<file path="src/rtl/usb_bulk_ep_router.sv">
// rtl/usb_bulk_ep_router.sv - routes the single bulk port of usb_xfer to NUM_EP application channels
// Optional statistics counters are built when USB_EP_ROUTER_STATS_EN is defined.
module usb_bulk_ep_router #(
   parameter int NUM_EP  = 2,
   parameter int EP_BASE = 1
) (
   input  logic                 clk,
   input  logic                 rst_n,
   input  logic [3:0]           blk_xfer_endpoint_i,
   input  logic                 blk_in_xfer_i,
   input  logic                 blk_out_xfer_i,
   output logic                 bid_has_data_o,
   output logic                 bid_tvalid_o,
   input  logic                 bid_tready_i,
   output logic                 bid_tlast_o,
   output logic [7:0]           bid_tdata_o,
   output logic                 blk_out_ready_o,
   input  logic                 blk_out_tvalid_i,
   input  logic [7:0]           blk_out_tdata_i,
   input  logic [NUM_EP-1:0]    ch_has_data_i,
   input  logic [NUM_EP-1:0]    ch_in_tvalid_i,
   output logic [NUM_EP-1:0]    ch_in_tready_o,
   input  logic [NUM_EP-1:0]    ch_in_tlast_i,
   input  logic [8*NUM_EP-1:0]  ch_in_tdata_i,
   input  logic [NUM_EP-1:0]    ch_out_ready_i,
   output logic [NUM_EP-1:0]    ch_out_tvalid_o,
   output logic [7:0]           ch_out_tdata_o,
   output logic [NUM_EP-1:0]    ch_out_end_o,
   output logic [3:0]           sel_index_o,
   output logic                 busy_o,
   output logic                 err_o,
   output logic [16*NUM_EP-1:0] stat_in_pkts_o,
   output logic [16*NUM_EP-1:0] stat_out_pkts_o,
   output logic [15:0]          stat_abort_o
);
   typedef enum logic [1:0] {IDLE, IN_XFER, IN_DRAIN, OUT_XFER} state_t;
   state_t state, state_nxt;

   logic              hit;
   logic [3:0]        idx;
   logic [3:0]        ch;
   logic [NUM_EP-1:0] sel_onehot;
   logic              c_has, c_ready, c_valid, c_last;
   logic [7:0]        c_data;
   logic              err_cond, err_armed;
   logic              in_done, abort_done, out_done;

   assign hit = ({1'b0, blk_xfer_endpoint_i} >= 5'(EP_BASE)) &&
                ({1'b0, blk_xfer_endpoint_i} <  5'(EP_BASE + NUM_EP));
   assign idx = blk_xfer_endpoint_i - 4'(EP_BASE);

   // In IDLE the live decode drives the mux, otherwise the latched channel.
   assign ch = (state == IDLE) ? idx : sel_index_o;

   always_comb begin
      c_has      = 1'b0;
      c_ready    = 1'b0;
      c_valid    = 1'b0;
      c_last     = 1'b0;
      c_data     = '0;
      sel_onehot = '0;
      for (int k = 0; k < NUM_EP; k++) begin
         sel_onehot[k] = (sel_index_o == 4'(k));
         if (ch == 4'(k)) begin
            c_has   = ch_has_data_i[k];
            c_ready = ch_out_ready_i[k];
            c_valid = ch_in_tvalid_i[k];
            c_last  = ch_in_tlast_i[k];
            c_data  = ch_in_tdata_i[8*k +: 8];
         end
      end
   end

   assign bid_has_data_o  = (state == IDLE) ? (hit & c_has) : c_has;
   assign blk_out_ready_o = (state == IDLE) ? (hit & c_ready) : c_ready;
   assign bid_tdata_o     = c_data;
   assign bid_tlast_o     = c_last;
   assign ch_out_tdata_o  = blk_out_tdata_i;
   assign busy_o          = (state != IDLE);
   assign err_cond        = (state == IDLE) && (blk_in_xfer_i || blk_out_xfer_i) &&
                            (!hit || (blk_in_xfer_i && blk_out_xfer_i));

   always_comb begin
      state_nxt       = state;
      bid_tvalid_o    = 1'b0;
      ch_in_tready_o  = '0;
      ch_out_tvalid_o = '0;
      in_done         = 1'b0;
      abort_done      = 1'b0;
      out_done        = 1'b0;
      case (state)
         IDLE: begin
            if (blk_in_xfer_i && hit)
               state_nxt = IN_XFER;
            else if (blk_out_xfer_i && hit)
               state_nxt = OUT_XFER;
         end
         IN_XFER: begin
            // Once the host abandons the packet nothing more is presented or consumed here.
            if (blk_in_xfer_i) begin
               bid_tvalid_o   = c_valid;
               ch_in_tready_o = sel_onehot & {NUM_EP{bid_tready_i}};
               if (c_valid && bid_tready_i && c_last) begin
                  state_nxt = IDLE;
                  in_done   = 1'b1;
               end
            end else begin
               state_nxt = IN_DRAIN;
            end
         end
         IN_DRAIN: begin
            ch_in_tready_o = sel_onehot;
            if (c_valid && c_last) begin
               state_nxt  = IDLE;
               abort_done = 1'b1;
            end
         end
         OUT_XFER: begin
            ch_out_tvalid_o = sel_onehot & {NUM_EP{blk_out_tvalid_i}};
            if (!blk_out_xfer_i) begin
               state_nxt = IDLE;
               out_done  = 1'b1;
            end
         end
         default: state_nxt = IDLE;
      endcase
   end

   always_ff @(posedge clk or negedge rst_n) begin
      if (!rst_n) begin
         state        <= IDLE;
         sel_index_o  <= '0;
         err_o        <= 1'b0;
         err_armed    <= 1'b0;
         ch_out_end_o <= '0;
      end else begin
         state <= state_nxt;
         if (state == IDLE && state_nxt != IDLE)
            sel_index_o <= idx;
         err_o <= err_cond && !err_armed;
         // One error pulse per level assertion; re-arm only once both levels are low.
         if (err_cond)
            err_armed <= 1'b1;
         else if (!blk_in_xfer_i && !blk_out_xfer_i)
            err_armed <= 1'b0;
         ch_out_end_o <= out_done ? sel_onehot : '0;
      end
   end

`ifdef USB_EP_ROUTER_STATS_EN
   logic [15:0] in_cnt  [NUM_EP];
   logic [15:0] out_cnt [NUM_EP];
   logic [15:0] abort_cnt;

   always_ff @(posedge clk or negedge rst_n) begin
      if (!rst_n) begin
         for (int k = 0; k < NUM_EP; k++) begin
            in_cnt[k]  <= '0;
            out_cnt[k] <= '0;
         end
         abort_cnt <= '0;
      end else begin
         for (int k = 0; k < NUM_EP; k++) begin
            if (in_done && sel_onehot[k] && in_cnt[k] != 16'hFFFF)
               in_cnt[k] <= in_cnt[k] + 16'd1;
            if (out_done && sel_onehot[k] && out_cnt[k] != 16'hFFFF)
               out_cnt[k] <= out_cnt[k] + 16'd1;
         end
         if (abort_done && abort_cnt != 16'hFFFF)
            abort_cnt <= abort_cnt + 16'd1;
      end
   end

   always_comb begin
      stat_in_pkts_o  = '0;
      stat_out_pkts_o = '0;
      for (int k = 0; k < NUM_EP; k++) begin
         stat_in_pkts_o[16*k +: 16]  = in_cnt[k];
         stat_out_pkts_o[16*k +: 16] = out_cnt[k];
      end
   end
   assign stat_abort_o = abort_cnt;
`else
   logic unused_stats;
   assign unused_stats    = in_done | abort_done;
   assign stat_in_pkts_o  = '0;
   assign stat_out_pkts_o = '0;
   assign stat_abort_o    = '0;
`endif
endmodule

</file>
<file path="config.mk">
export PLATFORM = sky130hd
export DESIGN_NAME = usb_bulk_ep_router
export DESIGN_NICKNAME = d
export VERILOG_FILES = /design/src/rtl/usb_bulk_ep_router.sv
export SDC_FILE = /design/constraint.sdc
export NUM_CORES = 1
export LEC_CHECK = 0
export CAP_MARGIN = 20
export CORE_AREA = 2 2 59 61
export DETAILED_ROUTE_END_ITERATION = 16
export DIE_AREA = 0 0 61 63
export DONT_BUFFER_PORTS = 1
export GPL_ROUTABILITY_DRIVEN = 0
export PLACE_DENSITY = 0.73
export SYNTH_ARGS = -nofsm -noshare
export SYNTH_HDL_FRONTEND = slang
export SYNTH_SLANG_ARGS = --single-unit
</file>
<file path="constraint.sdc">
create_clock -name clk -period 4.5 [get_ports clk]
set_input_delay 1.125 -clock clk [delete_from_list [all_inputs] [get_ports clk]]
set_output_delay 1.125 -clock clk [all_outputs]
set_load 0.01 [all_outputs]
</file>
==> results of run 1 <==
## power by group through the flow
| stage | Clock (mW) | Combinational (mW) | Sequential (mW) |
|---|---|---|---|
| final | 0.0797 | 0.387 | 0.174 |
| after global routing | 0.0859 | 0.434 | 0.182 |
| after CTS | 0.0816 | 0.392 | 0.175 |
| after detailed placement | 0 | 0.391 | 0.177 |
| after global placement | 0 | 0.388 | 0.176 |
| after floorplan | 0 | 0.415 | 0.164 |
## metal layers
layer / GRT usage, % / wire length, um / up-vias
met2: 21.5 / 1390 / 78
met1: 13.6 / 852 / 471
met4: 4.08 / 20 / 0
met5: 0 / 0 / -
li1: - / - / 492
met3: 2.90 / 340 / 6
## path summary, 6_finish.rpt
check                                       start                  to  slack, ns  cells after the start
setup / recovery           blk_xfer_endpoint_i[0]     blk_out_ready_o       0.73                      7
hold / removal              err_armed$_DFFE_PN0P_     err_o$_DFF_PN0_       0.46                      1
setup reg to reg               state[0]$_DFF_PN0_  state[0]$_DFF_PN0_       2.11                      7
hold reg to reg             err_armed$_DFFE_PN0P_     err_o$_DFF_PN0_       0.46                      1
max in group asynchronous                   rst_n     err_o$_DFF_PN0_       3.88                      0
min in group asynchronous                   rst_n  state[1]$_DFF_PN0_       0.55                      0
## worst max-delay path, stage by stage
cell and delay (ns):
inv_1 0.03, ha_1 0.24, or4_4 0.50, o2bb2ai_2 0.16
a21oi_2 0.13, a21o_2 0.25, nor2_1 0.20
## per-stage QoR
step	hold WS (ns)	worst slack [ns]	total power [mW]
after floorplan	0.431	0.885	0.578
final	0.462	0.726	0.640
after CTS	0.468	0.688	0.648
after detailed placement	0.460	0.690	0.568
after global routing	0.501	0.617	0.701
after global placement	0.450	0.746	0.564
## Yosys cell counts (3+ instances only)
cell,instances,area (sq um)
mux2i_1,11,110
and2_1,3,18.8
nand3_1,3,15.0
ha_1,7,87.6
nor2_1,23,86.3
a21oi_1,4,20.0
mux2_4,3,45.0
dfrtp_1,10,250
nor2b_1,3,18.8
nand2_1,6,22.5
nor3_1,3,15.0
inv_1,8,30.0
buf_4,89,668
nand2b_1,4,25.0
o21ai_0,5,25.0
## state kept, by name, summed over array words and instances (netlist names)
| register | cells |
|---|---|
| err_o | 1 |
| sel_index_o | 4 |
| ch_out_end_o | 2 |
| state | 2 |
| err_armed | 1 |
## final cells by class
type | instances | area (sq um) | share of cell area, %
tap | 46 | 57.6 | 4.15
sequential | 10 | 250 | 18.1
inverter | 8 | 30.0 | 2.17
multi-input combinational | 177 | 1010 | 73.0
clock buffer | 4 | 36.3 | 2.62
## cells by family (layout without fill, tap and decap cells)
| group | count (synthesis) | after routing | synth area share, % |
|---|---|---|---|
| AOI/OAI and AO/OA | 22 | 22 | 10.9 |
| adders and majority gates | 7 | 7 | 5.23 |
| DFF | 10 | 10 | 14.9 |
| xor gates and xnor gates | 2 | 2 | 1.05 |
| muxes | 14 | 14 | 9.26 |
| and+or+nand+nor | 52 | 52 | 16.1 |
| other | 1 | 80 | 0.224 |
| buffers and inverters | 98 | 12 | 42.3 |
==> run metrics, run 1 <==
run status finished, final reports clean; synthesized area around 1700 sq um; Clock Pin Slew Worst Setup and Hold Paths 0.07 ns; Setup Crit Path Kind input pin to primary output; leading cell type in the layout, fill and taps excluded conb_1; # hold bufs at CTS 0; via/cell ratio around 4.3; cts bufs inserted 3; hpwl dp approximately 2300 um; fin cells 245; Mean Syn Cell Area 8.13 sq um; Synth async-reset ratio 100%; Max-slew headroom 51.9%; VDD IR max ~170 uV; first-pass GRT wire length roughly 3600 um; post-route ant nets 0; worst-skew pair later-pin latency ~0.26 ns; Internal about 0.33 mW; Final Core Density between 40 and 50%; GRT Total Usage between 10 and 15%; Vias ~1.0k; Reg power frac a little over a quarter; Netlist cell types 35; Slew Limit Fails 0; CTS tree built; Port Buffers 0; most frequent cells in the layout 80 x conb_1, 23 x nor2_1, 11 x mux2i_1; CP Capture Type primary output; WL final around 2600 um; Yosys reg bits 10; die height about 63 um; ys flop type dfrtp_1; CORE AREA approximately 3200 sq um; # IOs between 150 and 200; clk_skew ~0.00061 ns; antenna cells 0; clock group share of total power 12.4%; Peak Freq ~260 MHz; Post-CTS Resized 0; Synth Warn # 0; largest net degree at the start of global routing 15; share of post-route cells with drive strength above 1 slightly above 8%; Die Wd approximately 60 um; worst slew pin tran approximately 0.71 ns; H-tree depth 1; initial antenna violation count 0; Final Setup Violations 0; Mapped Cells roughly 210; Placement Cell Area approximately 1400 sq um; Area Overhead vs Synth -17.3%; Net Sw Power between 0.3 and 0.4 mW; root buf cell clkbuf_4; Fin Setup TNS 0 ns; initial core utilization 51.8%; crit path DAT 2.65 ns; crit path max fanout 14; Finished Cell Area 1390 sq um; # rows 21; P_leak ~0.73 nW; die footprint 3840 sq um; Longest Clk Path Bufs 2; Nets about 250; number of global-route vias before repair between 800 and 900; CP Launch Type input pin; CTS sink cnt 10; GR Overflow Total 0; Setup Fix Bufs, Post-CTS 0; Final min period 3.77 ns; wire per inst ~11 um; sw frac about half; DP Cell Count 241; final hold violations 0; max_cap viols 0; RSZ-0062 raised after global routing no; sequential fraction of the synthesis area approximately 15%; Worst Hold Class register to register; power per cell area 462 nW/um^2; WP data required between 3 and 4 ns; Post-synth EDFFs 0; period utilization between 80% and 90%; DRT iter0 DRCs 74; TritonRoute pass-1 iters 4; Gate power share a little over 60%; Layout fillers between 300 and 400; DR DRC count 0
Note: power is estimated with default switching activity, not from simulation.
==> inputs of run 2 (changes only) <==
==> constraint.sdc (replaced) <==
create_clock -name clk -period 3.8 [get_ports clk]
set_input_delay 0.95 -clock clk [delete_from_list [all_inputs] [get_ports clk]]
set_output_delay 0.95 -clock clk [all_outputs]
set_load 0.01 [all_outputs]
==> run metrics, run 2 (synthesized netlist as in run 1, its figures left out) <==
Setup Crit Path Kind input pin to primary output; Net Sw Power 0.367 mW; via/cell ratio between 4 and 5; run status finished, final reports clean; DR DRC count 0; DP Cell Count around 240; wire per inst ~11 um; antenna cells 0; Overall Power ~0.76 mW; Setup Fix Bufs, Post-CTS 0; Reg power frac 27.0%; Post-CTS Resized 0; Placement Cell Area between 1000 and 1500 sq um; cell breakdown of the critical path inv_1 > ha_1 > or4_4 > o2bb2ai_2 > a21oi_2 > a21o_2 > nor2_1; slowest stage delay, CP about 0.5 ns; first-pass GRT wire length 3620 um; Largest Register sel_index_o; Peak Freq just under 300 MHz; R2R Setup Slk ~1.4 ns; power per cell area ~550 nW/um^2; # IOs 154; initial core utilization 51.8%; hpwl dp between 2000 and 2500 um; WP data required about 2.9 ns; CTS tree built; crit path max fanout 14; Gate power share 60.5%; leading cell type in the layout, fill and taps excluded conb_1; P_leak ~0.73 nW; initial antenna violation count 0; Nets between 200 and 250; CP Launch Type input pin; Fin Setup TNS 0 ns; Final Core Density between 40% and 50%; GRT Total Usage between 10% and 20%; RSZ-0062 raised after global routing no; GR Overflow Total 0; Longest Clk Path Bufs 2; largest net degree at the start of global routing 15; VDD IR max 183 uV; share of post-route cells with drive strength above 1 ~8.0%; Final min period roughly 3.4 ns; Clock Pin Slew Worst Setup and Hold Paths about 0.070 ns; Vias 1031; CP Capture Type primary output; Area Overhead vs Synth -17.3%; max_cap viols 0; Slew Limit Fails 0; worst slew pin tran between 0.7 and 0.8 ns; H-tree depth 1; sw frac ~48%; setup ws final around 0.36 ns; cts bufs inserted 3; number of global-route vias before repair around 840; worst hold slack between 0.3 and 0.4 ns; Finished Cell Area about 1400 sq um; # rows 21; Max-slew headroom 52.4%; Die Wd a little over 60 um; post-route ant nets 0; Reg2Reg Depth 7; die footprint around 3800 sq um; worst-skew pair later-pin latency 0.26 ns; DRT iter0 DRCs 58; M3 GR Usage slightly below 3%; most frequent cells in the layout 80 x conb_1, 23 x nor2_1, 11 x mux2i_1; Worst Hold Class input pin to async pin; Largest register FFs 4; met2 Track Usage GR a little over a fifth; Final Setup Violations 0; clock group share of total power between 10% and 20%; WL final approximately 2600 um; root buf cell clkbuf_4; final hold violations 0; TritonRoute pass-1 iters 4; CORE AREA around 3200 sq um; CTS sink cnt 10; clk_skew approximately 0.0016 ns; R2R Path End state[0]$_DFF_PN0_; RR Startpoint state[0]$_DFF_PN0_; crit path DAT ~2.5 ns; grt peak-use layer met2; Place WS 0.335 ns; fin cells between 200 and 250; period utilization about nine tenths; Worst path slowest cell or4_4; Internal between 0.3 and 0.4 mW; Port Buffers 0; die height 63 um; top flop regs sel_index_o x4, ch_out_end_o x2, state x2; # hold bufs at CTS 0; GR Layer Usage met1 13.0%
run 2: cell counts in the layout (fill, tap and decap cells not counted):
Identical to the previous run, type by type.
run 2: layer usage:
layer	part of all wire (%)	up-vias	wire, um
met1	34	464	886
met2	53	69	1370
met5	0	-	0
met4	0.78	0	20
met3	12	6	297
li1	-	492	-
run 2: critical path, delay by kind of cell:
kind / cells / cell delay [ns]
AND/OR/NAND/NOR: 2 / 0.69
AO/OA/AOI/OAI: 3 / 0.56
adder cells (fa/ha/maj): 1 / 0.25
buffers and inverters: 1 / 0.03
run 2: power groups by stage:
stage / Combinational [mW] / Clock [mW] / Sequential, mW
6_report: 0.460 / 0.0945 / 0.205
5_1_grt: 0.513 / 0.102 / 0.214
4_1_cts: 0.464 / 0.0966 / 0.207
3_5_place_dp: 0.463 / 0 / 0.209
3_3_place_gp: 0.460 / 0 / 0.208
2_1_floorplan: 0.491 / 0 / 0.194
run 2: worst max path at each step:
stage / start / end / slack, ns / cells after the start
after floorplan: blk_xfer_endpoint_i[0] / bid_tvalid_o / 0.54 / 7
after global placement: blk_xfer_endpoint_i[0] / blk_out_ready_o / 0.40 / 7
after detailed placement: blk_xfer_endpoint_i[0] / blk_out_ready_o / 0.34 / 7
after CTS: state[0]$_DFF_PN0_ / blk_out_ready_o / 0.32 / 7
after global routing: state[0]$_DFF_PN0_ / blk_out_ready_o / 0.15 / 7
final: blk_xfer_endpoint_i[0] / blk_out_ready_o / 0.36 / 7
run 2: layout make-up:
cell class,instances,area [sq um]
inverter,8,30.0
fill,341,1850
clock buffer,4,36.3
tap,46,57.6
multi-input combinational,177,1010
sequential,10,250
==> inputs of run 3 (changes only) <==
--- a/config.mk
+++ b/config.mk
@@ -6,12 +6,12 @@
 export NUM_CORES = 1
 export LEC_CHECK = 0
 export CAP_MARGIN = 20
-export CORE_AREA = 2 2 59 61
+export CORE_MARGIN = 1.5
+export CORE_UTILIZATION = 45
 export DETAILED_ROUTE_END_ITERATION = 16
-export DIE_AREA = 0 0 61 63
 export DONT_BUFFER_PORTS = 1
 export GPL_ROUTABILITY_DRIVEN = 0
-export PLACE_DENSITY = 0.73
+export PLACE_DENSITY = 0.65
 export SYNTH_ARGS = -nofsm -noshare
 export SYNTH_HDL_FRONTEND = slang
 export SYNTH_SLANG_ARGS = --single-unit
==> run metrics, run 3 (synthesized netlist as in run 1, its figures left out) <==
run status finished, final reports clean; Worst path slowest cell or4_4; # rows 21; DRT iter0 DRCs 30; clock group share of total power between 10% and 20%; wire per inst 11.2 um; root buf cell clkbuf_8; Max-slew headroom a little over half; Internal 0.426 mW; initial core utilization between 40% and 50%; GR Overflow Total 0; Largest delay share family, worst path simple AND/OR/NAND/NOR gates; DR DRC count 0; top flop regs sel_index_o x4, ch_out_end_o x2, state x2; die footprint ~4100 sq um; Largest register FFs 4; WL final ~2800 um; TritonRoute pass-1 iters 4; fin cells approximately 250; antenna cells 0; Fin Setup TNS 0 ns; via/cell ratio about 4.3; final hold violations 0; first-pass GRT wire length a little under 4000 um; crit path max fanout 14; VDD IR max ~210 uV; Finished Cell Area 1410 sq um; H-tree depth 1; worst slew pin tran approximately 0.69 ns; clk_skew roughly 0.00064 ns; CTS sink cnt 10; max_cap viols 0; Reg power frac 26.0%; # hold bufs at CTS 0; cts bufs inserted 3; number of global-route vias before repair approximately 860; largest net degree at the start of global routing 15; Peak Freq 293 MHz; Clock Pin Slew Worst Setup and Hold Paths around 0.05 ns; CTS tree built; Final min period around 3.4 ns; Area Overhead vs Synth -16.1%; Die Wd 64.0 um; area of the multi-input gates between 1000 and 1500 sq um; Final Setup Violations 0; initial antenna violation count 0; Nets approximately 250; most frequent cells in the layout 80 x conb_1, 23 x nor2_1, 11 x mux2i_1; Worst Hold Class input pin to async pin; DP Cell Count 241; CP Capture Type primary output; die height 64.0 um; WP data required approximately 2.9 ns; Setup Fix Bufs, Post-CTS 0; Port Buffers 0; CORE AREA approximately 3400 sq um; share of post-route cells with drive strength above 1 under 10%; sw frac 46.9%; Gate power share between 50% and 60%; Layout fillers between 300 and 400; Placement Cell Area about 1400 sq um; power per cell area 572 nW/um^2; CP bufs+invs 1; FF+latch area around 250 sq um; period utilization between 80% and 90%; # IOs around 150; cell breakdown of the critical path inv_1 > ha_1 > or4_4 > o2bb2ai_2 > a21oi_2 > a21o_2 > nor2_1; Net Sw Power roughly 0.38 mW; leading cell type in the layout, fill and taps excluded conb_1; slowest stage delay, CP approximately 0.5 ns; Longest Clk Path Bufs 2; Post-CTS Resized 0; Vias about 1.1k; GRT Total Usage around 13%; worst hold slack 0.405 ns; hpwl dp approximately 2400 um; Setup Crit Path Kind input pin to primary output; P_leak roughly 0.73 nW; crit path DAT about 2.5 ns; RSZ-0062 raised after global routing no; post-route ant nets 0; worst-skew pair later-pin latency about 0.24 ns; Slew Limit Fails 0; Largest Register sel_index_o; CP Launch Type input pin
-- run 3: cell types whose count changed in the layout (fill, tap and decap cells not counted) --
cell,before,now
clkbuf_4,3,0
clkbuf_8,1,4
-- run 3: stage by stage --
stage	worst slack [ns]	power (mW)	utilization [%]
finish	0.392	0.803	40.8
global placement	0.410	0.672	39.2
detailed placement	0.375	0.675	39.2
global route	0.241	0.872	40.8
CTS	0.374	0.811	40.8
floorplan	0.535	0.685	-
-- run 3: layout make-up --
class,count,share of cell area (%)
clock buffers,4,3.92
inverters,8,2.14
multi-input cells,177,72.0
flip-flops and latches,10,17.8
well taps,46,4.10
-- run 3: per-layer routing --
metal	share of wire (%)	up-vias	global-route usage [%]
met3	12	7	4.05
met2	50	75	22.5
met1	35	480	12.7
met4	2.2	0	6.52
met5	0	-	0
li1	-	492	-
-- run 3: path summary, 6_finish.rpt --
kind | start | to | slack, ns | cells past startpoint
setup / recovery | blk_xfer_endpoint_i[0] | blk_out_ready_o | 0.39 | 7
hold / removal | rst_n | sel_index_o[2]$_DFFE_PN0P_ | 0.40 | 0
setup reg to reg | state[0]$_DFF_PN0_ | state[0]$_DFF_PN0_ | 1.40 | 7
hold reg to reg | err_armed$_DFFE_PN0P_ | err_o$_DFF_PN0_ | 0.46 | 1
max in group asynchronous | rst_n | state[1]$_DFF_PN0_ | 3.33 | 0
min in group clk | err_armed$_DFFE_PN0P_ | err_o$_DFF_PN0_ | 0.46 | 1
-- run 3: power by group through the flow --
stage | combinational [mW] | clock [mW] | sequential, mW
2_1_floorplan | 0.491 | 0 | 0.194
3_3_place_gp | 0.462 | 0 | 0.210
3_5_place_dp | 0.464 | 0 | 0.212
4_1_cts | 0.465 | 0.136 | 0.210
5_1_grt | 0.512 | 0.144 | 0.216
6_report | 0.461 | 0.134 | 0.209
